$ cat src/rtl/jtag_tap_target.sv
`default_nettype none
// ============================================================================
// Module : jtag_tap_target
// Brief  : Clock-domain JTAG TAP responder; oversampled pins drive a 16-state
//          TAP FSM with IR, BYPASS, IDCODE and one user data register.
// Rev    : 1.0
// ============================================================================
module jtag_tap_target #(
  parameter int                  IR_WIDTH     = 5,
  parameter int                  DR_WIDTH     = 32,
  parameter logic [31:0]         IDCODE_VAL   = 32'h1000_0A6B,
  parameter logic [IR_WIDTH-1:0] INSTR_IDCODE = IR_WIDTH'(1),
  parameter logic [IR_WIDTH-1:0] INSTR_USER   = IR_WIDTH'(17)
) (
  input  logic                clk,
  input  logic                rst,
  input  logic                tck,
  input  logic                tms,
  input  logic                tdi,
  output logic                tdo,
  output logic [3:0]          tap_state,
  output logic [IR_WIDTH-1:0] ir_out,
  input  logic [DR_WIDTH-1:0] dr_rdata,
  output logic                dr_capture,
  output logic [DR_WIDTH-1:0] dr_wdata,
  output logic                dr_update
);

  typedef enum logic [3:0] {
    TLR    = 4'h0, RTI    = 4'h1, SEL_DR = 4'h2, CAP_DR = 4'h3,
    SH_DR  = 4'h4, EX1_DR = 4'h5, PA_DR  = 4'h6, EX2_DR = 4'h7,
    UP_DR  = 4'h8, SEL_IR = 4'h9, CAP_IR = 4'hA, SH_IR  = 4'hB,
    EX1_IR = 4'hC, PA_IR  = 4'hD, EX2_IR = 4'hE, UP_IR  = 4'hF
  } tap_state_t;

  logic [2:0]          r_tck_sync;
  logic [1:0]          r_tms_sync;
  logic [1:0]          r_tdi_sync;
  tap_state_t          r_state;
  tap_state_t          w_next;
  logic [IR_WIDTH-1:0] r_ir_shift;
  logic [IR_WIDTH-1:0] r_ir_out;
  logic [31:0]         r_idcode_shift;
  logic [DR_WIDTH-1:0] r_user_shift;
  logic [DR_WIDTH-1:0] r_dr_wdata;
  logic                r_bypass;
  logic                r_tdo;
  logic                r_dr_capture;
  logic                r_dr_update;

  logic w_rise;
  logic w_fall;
  logic w_tms;
  logic w_tdi;
  logic w_sel_idcode;
  logic w_sel_user;
  logic w_dr_lsb;

  // Bit 2 is only a delayed copy of the synchronized tck for edge detection.
  assign w_rise       =  r_tck_sync[1] & ~r_tck_sync[2];
  assign w_fall       = ~r_tck_sync[1] &  r_tck_sync[2];
  assign w_tms        = r_tms_sync[1];
  assign w_tdi        = r_tdi_sync[1];
  assign w_sel_idcode = (r_ir_out == INSTR_IDCODE);
  assign w_sel_user   = (r_ir_out == INSTR_USER);
  assign w_dr_lsb     = w_sel_idcode ? r_idcode_shift[0] :
                        w_sel_user   ? r_user_shift[0]   : r_bypass;

  always_ff @(posedge clk) begin
    if (rst) begin
      r_tck_sync <= '0;
      r_tms_sync <= '0;
      r_tdi_sync <= '0;
      r_state    <= TLR;
    end else begin
      r_tck_sync <= {r_tck_sync[1:0], tck};
      r_tms_sync <= {r_tms_sync[0], tms};
      r_tdi_sync <= {r_tdi_sync[0], tdi};
      r_state    <= w_next;
    end
  end

  always_comb begin
    w_next = r_state;
    if (w_rise) begin
      case (r_state)
        TLR:     w_next = w_tms ? TLR    : RTI;
        RTI:     w_next = w_tms ? SEL_DR : RTI;
        SEL_DR:  w_next = w_tms ? SEL_IR : CAP_DR;
        CAP_DR:  w_next = w_tms ? EX1_DR : SH_DR;
        SH_DR:   w_next = w_tms ? EX1_DR : SH_DR;
        EX1_DR:  w_next = w_tms ? UP_DR  : PA_DR;
        PA_DR:   w_next = w_tms ? EX2_DR : PA_DR;
        EX2_DR:  w_next = w_tms ? UP_DR  : SH_DR;
        UP_DR:   w_next = w_tms ? SEL_DR : RTI;
        SEL_IR:  w_next = w_tms ? TLR    : CAP_IR;
        CAP_IR:  w_next = w_tms ? EX1_IR : SH_IR;
        SH_IR:   w_next = w_tms ? EX1_IR : SH_IR;
        EX1_IR:  w_next = w_tms ? UP_IR  : PA_IR;
        PA_IR:   w_next = w_tms ? EX2_IR : PA_IR;
        EX2_IR:  w_next = w_tms ? UP_IR  : SH_IR;
        UP_IR:   w_next = w_tms ? SEL_DR : RTI;
        default: w_next = TLR;
      endcase
    end
  end

  always_ff @(posedge clk) begin
    if (rst) begin
      r_ir_shift     <= '0;
      r_ir_out       <= INSTR_IDCODE;
      r_idcode_shift <= '0;
      r_user_shift   <= '0;
      r_dr_wdata     <= '0;
      r_bypass       <= 1'b0;
      r_tdo          <= 1'b0;
      r_dr_capture   <= 1'b0;
      r_dr_update    <= 1'b0;
    end else begin
      r_dr_capture <= 1'b0;
      r_dr_update  <= 1'b0;
      if (w_rise) begin
        case (r_state)
          TLR:    r_ir_out   <= INSTR_IDCODE;
          CAP_IR: r_ir_shift <= IR_WIDTH'(1);
          SH_IR:  r_ir_shift <= {w_tdi, r_ir_shift[IR_WIDTH-1:1]};
          UP_IR:  r_ir_out   <= r_ir_shift;
          CAP_DR: begin
            if (w_sel_idcode) begin
              r_idcode_shift <= IDCODE_VAL;
            end else if (w_sel_user) begin
              r_user_shift <= dr_rdata;
              r_dr_capture <= 1'b1;
            end else begin
              r_bypass <= 1'b0;
            end
          end
          SH_DR: begin
            if (w_sel_idcode) begin
              r_idcode_shift <= {w_tdi, r_idcode_shift[31:1]};
            end else if (w_sel_user) begin
              r_user_shift <= {w_tdi, r_user_shift[DR_WIDTH-1:1]};
            end else begin
              r_bypass <= w_tdi;
            end
          end
          UP_DR: begin
            if (w_sel_user) begin
              r_dr_wdata  <= r_user_shift;
              r_dr_update <= 1'b1;
            end
          end
          default: ;
        endcase
      end
      // tdo only moves on falling tck so it is stable across the next rising edge.
      if (w_fall) begin
        case (r_state)
          SH_IR:   r_tdo <= r_ir_shift[0];
          SH_DR:   r_tdo <= w_dr_lsb;
          default: r_tdo <= 1'b0;
        endcase
      end
    end
  end

  assign tdo        = r_tdo;
  assign tap_state  = r_state;
  assign ir_out     = r_ir_out;
  assign dr_capture = r_dr_capture;
  assign dr_wdata   = r_dr_wdata;
  assign dr_update  = r_dr_update;

endmodule
`default_nettype wire

$ cat config.mk
export PLATFORM = sky130hd
export DESIGN_NAME = jtag_tap_target
export DESIGN_NICKNAME = d
export VERILOG_FILES = /design/src/rtl/jtag_tap_target.sv
export SDC_FILE = /design/constraint.sdc
export NUM_CORES = 1
export LEC_CHECK = 0
export CORE_MARGIN = 2
export CORE_UTILIZATION = 48
export DETAILED_ROUTE_END_ITERATION = 10
export PLACE_DENSITY = 0.77
export SYNTH_ARGS = -nofsm -noshare
export SYNTH_HDL_FRONTEND = slang
export SYNTH_SLANG_ARGS = --single-unit
$ cat constraint.sdc
create_clock -name clk -period 4.9 [get_ports clk]
set_clock_uncertainty 0.2 [all_clocks]
set_input_delay 0.98 -clock clk [delete_from_list [all_inputs] [get_ports clk]]
set_output_delay 0.98 -clock clk [all_outputs]
set_load 0.01 [all_outputs]
==> summary.md, run 1 <==
| Metric | Value |
|---|---|
| Type of origin of the critical path | flop |
| Fin util | 63.9% |
| Number of buffers created by CTS | 17 |
| GR Util met2 | 35.7% |
| CTS tree | built |
| RSZ-0062 raised after global routing | no |
| CP delay by family, top | flip-flops |
| Total track usage | 21.7% |
| Slowest stage delay, CP | 810 ps |
| GP Congestion | 0.782 |
| Pwr/cell area | 367 nW/µm² |
| P_leak | 0.00205 µW |
| Overflow left after global routing | 0 |
| Worst slack at placement | 2010 ps |
| Hold_ws | 235 ps |
| Starting Density | 49.4% |
| Max-slew headroom | 20.3% |
| Filler Cell Count | 849 |
| Die Wd | 104 µm |
| Final Setup Violations | 0 |
| Max stage delay cell, worst path | dfxtp_1 |
| Post-Synthesis Cell Area | 4810 µm² |
| Max-Cap Viols | 0 |
| Hold Path End | r_tms_sync[1] |
| Slew Limit Fails | 0 |
| Hold buffers post-CTS | 0 |
| Critical path required time | 3720 ps |
| Number of synthesized flops with an enable pin | 0 |
| Main flop type after synthesis | dfxtp_1 |
| CP arrival | 1990 ps |
| Final instance area | 6220 µm² |
| Crit Reg-Reg Startpoint | tap_state[2] |
| Final period util | 64.7% |
| F_max | 0.316 GHz |
| Outcome | complete, no violations |
| # DRC | 0 |
| Mapped Nets | 640 |
| Clock root cell | clkbuf_8 |
| Register area share after synthesis | 50.4% |
| First-pass iteration count of the detailed router | 4 |
| CP Cell Sequence | clkdlybuf4s50_1 |
| Antenna viol nets, final | 0 |
| Post-DP HPWL | 6690 µm |
| Share of cells above drive strength 1 | 6.30% |
| CTS sink count | 121 |
| Final WL | 11300 µm |
| Die height | 104 µm |
| GR peak layer | met2 |
| CTS resizes | 0 |
| Final TNS setup | 0 ps |
| Via-to-Cell Ratio | 5.51 |
| Syn_area_per_cell | 7.97 µm² |
| PnR worst setup slack | 1730 ps |
| Top Ports | 81 |
| Hold path cells | 1 |
| Final #Nets | 691 |
| Synth Warn # | 0 |
| Area growth, synth to finish | 29.4% |
| Synthesized flop and latch total | 121 |
| M3 GR Usage | 5.58% |
| Number of antenna violations at the first check in global routing | 0 |
| Cell row count | 36 |
| Dpl cell area | 5630 µm² |
| Crit path from | tap_state[0] |
| Yosys cell types | 38 |
| Core Area | 9730 µm² |
| Crit end category | output pin |
| Worst Path Max Fanout | 22 |
| Setup bufs post-CTS | 0 |
| Buf/Inv on CP | 1 |
| Clk slew on worst S/H paths | 60 ps |
| Critical path type | flop to output pin |
| Async SR Flop Fraction | 0% |
| First-pass GRT wire length | 19300 µm |
| Worst-Margin Slew | 1200 ps |
| Fin crit period | 3170 ps |
| Via Count | 4407 |
| H-tree depth | 4 |
| Hold Startpoint | r_tms_sync[0] |
| Reg2reg end | r_user_shift[15] |
| Initial detailed-routing violation count | 268 |
| Final Hold Viols | 0 |
| Area of the die | 10800 µm² |
| WL per Instance | 14.2 µm |
| Largest net degree at the start of global routing | 65 |
| PortBufs | 80 |
| CTS Buffer Depth | 2 |
| Vias in the first global route | 4167 |
| Hold/Removal Path Class | flop to flop |
| Clk_lat worst skew | 520 ps |
| Met1 Usage GRT | 27.0% |
| FF-to-FF path depth | 5 |
| ANT cells | 0 |
| VDD IR-drop max | 0.200 mV |
| R2r setup slk | 1970 ps |
| Mapped Cells | 603 |
==> cell usage after synthesis, drive strengths merged (3+ instances only) <==
library cell    n  area share (%)
a21oi          67             7.0
buf             8            0.78
o21ai           4            0.42
dfxtp         121              50
a211oi          4            0.62
a22o            4            0.73
inv             5            0.39
nand2b          3            0.39
clkbuf         46             3.6
nand2         162              13
nand3          29             3.0
nor3           21             2.2
nand4           3            0.39
nor2b          13             1.7
a311oi         33             6.0
nor2           50             3.9
==> flip-flops by register name (all words and copies together) (netlist names) <==
name	flops
r_user_shift	32
r_tck_sync	3
dr_wdata	32
r_ir_shift	5
tap_state	4
dr_capture	1
dr_update	1
ir_out	5
r_bypass	1
r_idcode_shift	32
r_tms_sync	2
r_tdi_sync	2
tdo	1
==> where the power goes <==
| part | internal [µW] | switching [µW] | leakage [µW] |
|---|---|---|---|
| clock | 777 | 450 | 0.000293 |
| sequential | 987 | 5.32 | 0.000976 |
| combinational | 34.2 | 29.4 | 0.000779 |
==> final cells by class <==
class	count	area, µm²	share of cell area [%]
clock inverter	14	175	2.82
multi-input combinational	423	2180	35.0
sequential	121	2420	38.9
inverter	5	18.8	0.302
tap	133	166	2.68
timing repair buffer	86	843	13.6
clock buffer	18	418	6.72
==> through the flow <==
stage,cells,total power (µW)
3_5_place_dp,768,1080
5_1_grt,800,2350
6_report,800,2280
3_3_place_gp,768,1080
4_1_cts,800,2300
2_1_floorplan,603,1040
==> worst max-delay path by stage <==
stage,to,slack [ps],cells past startpoint
after floorplan,dr_update,2710,4
after global placement,r_idcode_shift[11],2100,4
after detailed placement,r_user_shift[23],2010,5
after CTS,tap_state[1],1720,1
after global routing,tap_state[0],1630,1
final,tap_state[0],1730,1
==> per-layer routing <==
metal	up-vias	part of all wire, %
met5	-	0
met4	0	2.1
met3	18	4.2
met2	108	49
met1	2097	45
li1	2184	-
==> cell usage in the layout (no fill, tap or decap), types with 2 or more instances in the layout <==
master | synthesis | routed
dfxtp_1 | 121 | 121
nand2_1 | 162 | 162
nor3b_1 | 2 | 2
buf_4 | 0 | 7
clkinv_2 | 0 | 3
clkbuf_16 | 0 | 16
clkinv_4 | 0 | 7
mux2i_1 | 2 | 2
and2_1 | 2 | 2
a22o_1 | 4 | 4
a2111oi_4 | 1 | 2
o211ai_1 | 2 | 2
nand4_1 | 3 | 3
a21oi_1 | 67 | 67
a311oi_1 | 33 | 33
a22oi_1 | 2 | 2
nand3_1 | 29 | 29
nor2b_1 | 13 | 13
nor3_1 | 21 | 21
or3b_1 | 2 | 2
o21ai_0 | 4 | 4
nand3b_1 | 2 | 2
inv_1 | 5 | 5
bufinv_16 | 0 | 3
or4_1 | 2 | 2
clkdlybuf4s50_1 | 0 | 79
a211oi_1 | 4 | 4
nand2b_1 | 3 | 3
nor2_1 | 50 | 50
==> kinds of logic after synthesis <==
family	synth area share, %
AOI/OAI and AO/OA	17.5
muxes	0.416
buffers and inverters	4.76
xor gates and xnor gates	0.182
and+or+nand+nor	26.8
DFF	50.4
Note: power is estimated with default switching activity, not from simulation.
==> inputs of run 2 (changes only) <==
--- a/config.mk
+++ b/config.mk
@@ -8,7 +8,7 @@
 export CORE_MARGIN = 2
 export CORE_UTILIZATION = 48
 export DETAILED_ROUTE_END_ITERATION = 10
-export PLACE_DENSITY = 0.77
+export PLACE_DENSITY = 0.8
 export SYNTH_ARGS = -nofsm -noshare
 export SYNTH_HDL_FRONTEND = slang
 export SYNTH_SLANG_ARGS = --single-unit
==> constraint.sdc (replaced) <==
create_clock -name clk -period 2.9 [get_ports clk]
set_clock_uncertainty 0.2 [all_clocks]
set_input_delay 0.58 -clock clk [delete_from_list [all_inputs] [get_ports clk]]
set_output_delay 0.58 -clock clk [all_outputs]
set_load 0.01 [all_outputs]
==> summary.md, run 2 (same netlist as run 1, synthesis figures left out) <==
| Metric | Value |
|---|---|
| Area of the die | 10800 µm² (unchanged) |
| Slew Limit Fails | 0 (unchanged) |
| Antenna viol nets, final | 0 (unchanged) |
| CTS sink count | 121 (unchanged) |
| First-pass iteration count of the detailed router | 5 (+1) |
| Outcome | complete, no violations |
| # DRC | 0 (unchanged) |
| Clock root cell | clkbuf_8 |
| Fin crit period | 2480 ps |
| Final WL | 11800 µm (+3.8%) |
| Hold buffers post-CTS | 0 (unchanged) |
| Total power | 4020 µW (+76%) |
| Crit Reg-Reg Startpoint | tap_state[1] |
| FF-to-FF path depth | 5 (unchanged) |
| Vias in the first global route | 4089 (-1.9%) |
| Final #Nets | 702 (+1.6%) |
| Starting Density | 49.4% (unchanged) |
| F_max | 0.403 GHz |
| First-pass GRT wire length | 19300 µm (about the same) |
| Commonest non-fill, non-tap cell in the layout | nand2_1 |
| Hold Startpoint | rst |
| Die Wd | 104 µm (unchanged) |
| P_leak | 0.00213 µW (+3.9%) |
| ANT cells | 0 (unchanged) |
| Setup bufs post-CTS | 0 (unchanged) |
| Fin util | 65.4% (+1.5 points) |
| Final period util | 85.5% |
| Final Hold Viols | 0 (unchanged) |
| Via-to-Cell Ratio | 5.53 (+0.46%) |
| Share of cells above drive strength 1 | 7.96% (+1.7 points) |
| Reg2reg end | r_idcode_shift[2] |
| Top Ports | 81 (unchanged) |
| Crit end category | flop |
| Clk_lat worst skew | 510 ps (about the same) |
| Pwr/cell area | 632 nW/µm² (+72%) |
| WL per Instance | 14.5 µm (+2.4%) |
| H-tree depth | 4 (unchanged) |
| PortBufs | 80 (unchanged) |
| PnR worst setup slack | 420 ps (-1310 ps) |
| Worst Path Max Fanout | 13 (-41%) |
| Max-Cap Viols | 0 (unchanged) |
| Total track usage | 21.4% (-0.34 points) |
| Number of buffers created by CTS | 17 (unchanged) |
| Cell row count | 36 (unchanged) |
| Hold/Removal Path Class | primary input to flop |
| Initial detailed-routing violation count | 286 (+6.7%) |
| Overflow left after global routing | 0 (unchanged) |
| CTS resizes | 0 (unchanged) |
| CTS tree | built |
| Critical path type | flop to flop |
| Core Area | 9730 µm² (unchanged) |
| Critical path required time | 3130 ps (-590 ps) |
| Most frequent cells in the layout | 162 x nand2_1, 121 x dfxtp_1, 79 x clkdlybuf4s50_1, 67 x a21oi_1, 50 x nor2_1 |
| Clk slew on worst S/H paths | 60 ps (about the same) |
| R2r setup slk | 420 ps (-1550 ps) |
| Via Count | 4488 (+1.8%) |
| Type of origin of the critical path | flop |
| Number of antenna violations at the first check in global routing | 0 (unchanged) |
| Area growth, synth to finish | 32.3% |
| Die height | 104 µm (unchanged) |
| Post-DP HPWL | 7150 µm (+6.9%) |
| VDD IR-drop max | 0.421 mV (+110%) |
| Hold path cells | 2 (+1) |
| RSZ-0062 raised after global routing | no |
| Hold Path End | r_tms_sync[0] |
| Worst slack at placement | 474 ps (-1540 ps) |
| Max-slew headroom | 55.4% (+35 points) |
| GP Congestion | 0.804 (+2.9%) |
| CP arrival | 2710 ps (+720 ps) |
| Final TNS setup | 0 ps (unchanged) |
| Final Setup Violations | 0 (unchanged) |
| Worst-Margin Slew | 669 ps (-528 ps) |
| CTS Buffer Depth | 2 (unchanged) |
| Largest net degree at the start of global routing | 99 (+52%) |
==> run 2: changes by cell type in the layout (fill, tap and decap cells not counted), sizes merged <==
cell / change
buf: +11
clkinv: -7
inv: +6
bufinv: +1
clkbuf: -1
clkinvlp: +1
==> run 2: worst max-delay path: stages (launching register included) <==
cell and delay, ps:
dfxtp_1 390, or3b_1 510, a2111oi_4 720, buf_4 310, nand3_1 90, a21oi_1 180
==> run 2: where the power goes <==
group	internal, µW	leakage (µW)	switching [µW]
Sequential	1670	0.000976	4.38
Clock	1420	0.000308	814
Combinational	61.7	0.000843	57.4
Total	3150	0.00213	875
==> run 2: per-layer routing <==
| layer | GRT usage, % | share of wire (%) | up-vias |
|---|---|---|---|
| met3 | 4.26 | 4.7 | 14 |
| met2 | 35.5 | 49 | 137 |
| li1 | - | - | 2200 |
| met5 | 0 | 0 | - |
| met1 | 27.6 | 45 | 2137 |
| met4 | 7.72 | 1.5 | 0 |
==> run 2: per-stage QoR <==
step                cells  hold WS [ps]  instance area [µm²]
finish                811           222                 6360
global route          811           230                 6360
CTS                   811           215                 6360
detailed placement    779           228                 5730
global placement      779           221                 5730
floorplan             603           214                 4810
==> run 2: how the worst max path moves through the flow <==
| stage | startpoint | endpoint | slack, ps | cells past startpoint |
|---|---|---|---|---|
| 6_report | tap_state[1] | r_idcode_shift[2] | 420 | 5 |
| 5_1_grt | tap_state[1] | r_idcode_shift[9] | 280 | 6 |
| 4_1_cts | tap_state[1] | r_idcode_shift[2] | 420 | 5 |
| 3_5_place_dp | tap_state[1] | r_idcode_shift[8] | 470 | 5 |
| 3_3_place_gp | tap_state[1] | r_idcode_shift[8] | 590 | 5 |
| 2_1_floorplan | ir_out[1] | r_user_shift[10] | 720 | 5 |
==> run 2: cell type report <==
class | instances | area [µm²]
flip-flops and latches | 121 | 2420
inverters | 5 | 18.8
clock buffers | 17 | 414
multi-input cells | 423 | 2180
clock inverters | 15 | 213
well taps | 133 | 166
fillers | 792 | 3370
repair buffers | 97 | 951
==> inputs of run 3 (changes only) <==
--- a/config.mk
+++ b/config.mk
@@ -5,10 +5,13 @@
 export SDC_FILE = /design/constraint.sdc
 export NUM_CORES = 1
 export LEC_CHECK = 0
+export ABC_AREA = 1
+export ABC_CLOCK_PERIOD_IN_PS = 2900
 export CORE_MARGIN = 2
 export CORE_UTILIZATION = 48
 export DETAILED_ROUTE_END_ITERATION = 10
 export PLACE_DENSITY = 0.8
+export RECOVER_POWER = 100
 export SYNTH_ARGS = -nofsm -noshare
 export SYNTH_HDL_FRONTEND = slang
 export SYNTH_SLANG_ARGS = --single-unit
==> summary.md, run 3 <==
| Metric | Value |
|---|---|
| CTS resizes | 0 (unchanged) |
| GP Congestion | 0.839 (+4.3%) |
| ANT cells | 0 (unchanged) |
| Via Count | 4489 (+0.022%) |
| Crit end category | output pin |
| Top cells by count, synth | 121 x dfxtp_1, 103 x a21oi_1, 74 x nand2_1 |
| Post-Synthesis Cell Area | 4920 µm² (+2.4%) |
| Fin util | 63.9% (-1.5 points) |
| CTS Buffer Depth | 2 (unchanged) |
| Hold/Removal Path Class | flop to flop |
| Starting Density | 49.9% (+0.49 points) |
| WL per Instance | 13.6 µm (-6.5%) |
| Number of antenna violations at the first check in global routing | 0 (unchanged) |
| Overflow left after global routing | 0 (unchanged) |
| Setup bufs post-CTS | 0 (unchanged) |
| Mapped Cells | 637 (+5.6%) |
| R2r setup slk | 390 ps (-30 ps) |
| Clk_lat worst skew | 520 ps (about the same) |
| Largest net degree at the start of global routing | 75 (-24%) |
| Commonest non-fill, non-tap cell in the layout | dfxtp_1 |
| Final WL | 11500 µm (-2.3%) |
| Cell row count | 36 (unchanged) |
| Slowest stage delay, CP | 680 ps (-40 ps) |
| Final #Nets | 738 (+5.1%) |
| Pwr/cell area | 619 nW/µm² (-2.1%) |
| Final Hold Viols | 0 (unchanged) |
| Reg2reg end | r_idcode_shift[25] |
| Worst Path Max Fanout | 12 (-1) |
| Antenna viol nets, final | 0 (unchanged) |
| F_max | 0.396 GHz (-1.7%) |
| PortBufs | 80 (unchanged) |
| Worst-Margin Slew | 2270 ps (+1600 ps) |
| CTS sink count | 121 (unchanged) |
| Hold Path End | r_tck_sync[1] |
| Total power | 3900 µW (-3.1%) |
| Clock root cell | clkbuf_8 |
| Final Setup Violations | 0 (unchanged) |
| Largest cells by area after synthesis | dfxtp_1 49%, a21oi_1 10%, o21ai_1 6.1% |
| Syn_area_per_cell | 7.73 µm² (-3.1%) |
| Final TNS setup | 0 ps (unchanged) |
| Hold_ws | 200 ps (-22.3 ps) |
| Main flop type after synthesis | dfxtp_1 |
| Register area share after synthesis | 49.2% (-1.2 points) |
| Top cell type's share of synthesized area | 49.2% (-1.2 points) |
| Die height | 105 µm (+1.1%) |
| Share of cells above drive strength 1 | 9.66% (+1.7 points) |
| P_leak | 0.00255 µW (+20%) |
| First-pass GRT wire length | 19200 µm (-0.50%) |
| CP delay by family, top | buffers and inverters |
| Clk slew on worst S/H paths | 60 ps (about the same) |
| Fin crit period | 2520 ps (+42.2 ps) |
| Most frequent cells in the layout | 121 x dfxtp_1, 104 x a21oi_1, 92 x o21ai_0, 76 x nand2_1, 60 x nor2_1 |
| Max-Cap Viols | 1 (+1) |
| H-tree depth | 4 (unchanged) |
| Area growth, synth to finish | 28.0% |
| Outcome | finished with violations |
| Hold Startpoint | r_tck_sync[0] |
| VDD IR-drop max | 0.475 mV (+13%) |
| Max stage delay cell, worst path | dlygate4sd3_1 |
| Failing checks | capacitance limit, slew limit |
| Type of origin of the critical path | flop |
| Synth Warn # | 0 (unchanged) |
| First-pass iteration count of the detailed router | 5 (unchanged) |
| Async SR Flop Fraction | 0% (unchanged) |
| Number of synthesized flops with an enable pin | 0 (unchanged) |
| Hold path cells | 2 (unchanged) |
| Post-DP HPWL | 7180 µm (+0.42%) |
| Cell with the most instances after synthesis | dfxtp_1 |
| Initial detailed-routing violation count | 323 (+13%) |
| Vias in the first global route | 4219 (+3.2%) |
| Core Area | 9860 µm² (+1.4%) |
| Slew Limit Fails | 40 (+40) |
| CP arrival | 1740 ps (-970 ps) |
| Synthesized flop and latch total | 121 (unchanged) |
| Hold buffers post-CTS | 0 (unchanged) |
| CTS tree | built |
| Mapped Nets | 674 (+5.3%) |
| Buf/Inv on CP | 1 (unchanged) |
| Number of buffers created by CTS | 17 (unchanged) |
| Via-to-Cell Ratio | 5.30 (-4.2%) |
| CP Cell Sequence | dlygate4sd3_1 |
| RSZ-0062 raised after global routing | no |
| Yosys cell types | 26 (-32%) |
| Critical path type | flop to output pin |
| Critical path required time | 2120 ps (-1010 ps) |
| # DRC | 0 (unchanged) |
| Yosys top cell by area | dfxtp_1 |
| Final period util | 87.0% (+1.5 points) |
| Crit Reg-Reg Startpoint | tap_state[0] |
| Area of the die | 11100 µm² (+2.3%) |
| Top Ports | 81 (unchanged) |
| FF-to-FF path depth | 8 (+3) |
| Max-slew headroom | -51.1% (-110 points) |
| Die Wd | 105 µm (+1.1%) |
| Total track usage | 21.2% (-0.11 points) |
[run 3: cell count changes after synthesis, moves of 9 or more]
cell	change
clkbuf_1	-31
o21ai_0	+55
nor3_2	+21
a311oi_1	-33
nand2_1	-88
inv_1	+49
a21oi_1	+36
nor2b_1	-13
buf_2	+14
nor2_1	+9
nand3_1	-22
o21ai_1	+60
[run 3: per-layer routing]
metal / part of all wire [%] / track usage [%] / up-vias
li1: - / - / 2248
met1: 44 / 26.1 / 2081
met2: 50 / 35.5 / 133
met3: 4.4 / 5.69 / 27
met4: 2.3 / 8.10 / 0
met5: 0 / 0 / -
[run 3: how the worst max path moves through the flow]
stage | from | endpoint | slack, ps | cells past startpoint
6_report | tap_state[0] | tap_state[0] | 380 | 1
5_1_grt | tap_state[0] | r_idcode_shift[20] | 190 | 8
4_1_cts | tap_state[0] | tap_state[0] | 410 | 1
3_5_place_dp | tap_state[0] | r_user_shift[3] | 690 | 8
3_3_place_gp | tap_state[0] | r_user_shift[3] | 770 | 7
2_1_floorplan | tap_state[0] | r_idcode_shift[16] | 1170 | 9
[run 3: logic make-up after synthesis]
kind of cell / synth area share, %
buf+inv: 8.89
compound gates: 23.3
simple gates: 18.6
flops: 49.2
[run 3: area by class of cell]
| cell class | instances | area (µm²) |
|---|---|---|
| well taps | 133 | 166 |
| repair buffers | 87 | 851 |
| inverters | 60 | 225 |
| clock buffers | 18 | 418 |
| fillers | 804 | 3560 |
| flip-flops and latches | 121 | 2420 |
| clock inverters | 14 | 173 |
| multi-input cells | 414 | 2040 |
[run 3: power breakdown]
part | switching, µW | internal (µW) | total, µW
Sequential | 5.46 | 1670 | 1670
Combinational | 68.2 | 68.3 | 137
Clock | 776 | 1310 | 2090
[run 3: stage by stage]
step	cell area [µm²]	instances	setup slack (ps)
3_3_place_gp	5740	815	769
6_report	6300	847	378
2_1_floorplan	4920	637	1170
4_1_cts	6330	847	408
5_1_grt	6300	847	188
3_5_place_dp	5740	815	688
[run 3: worst register-to-register path, cell delays in order (launching register included)]
cell      delay [ps]
dfxtp_1          550
nand2_1          130
inv_1            130
nand2_1          100
a21oi_1          310
nand2_2          100
clkbuf_2         400
a21oi_1          320
nor3_2            70
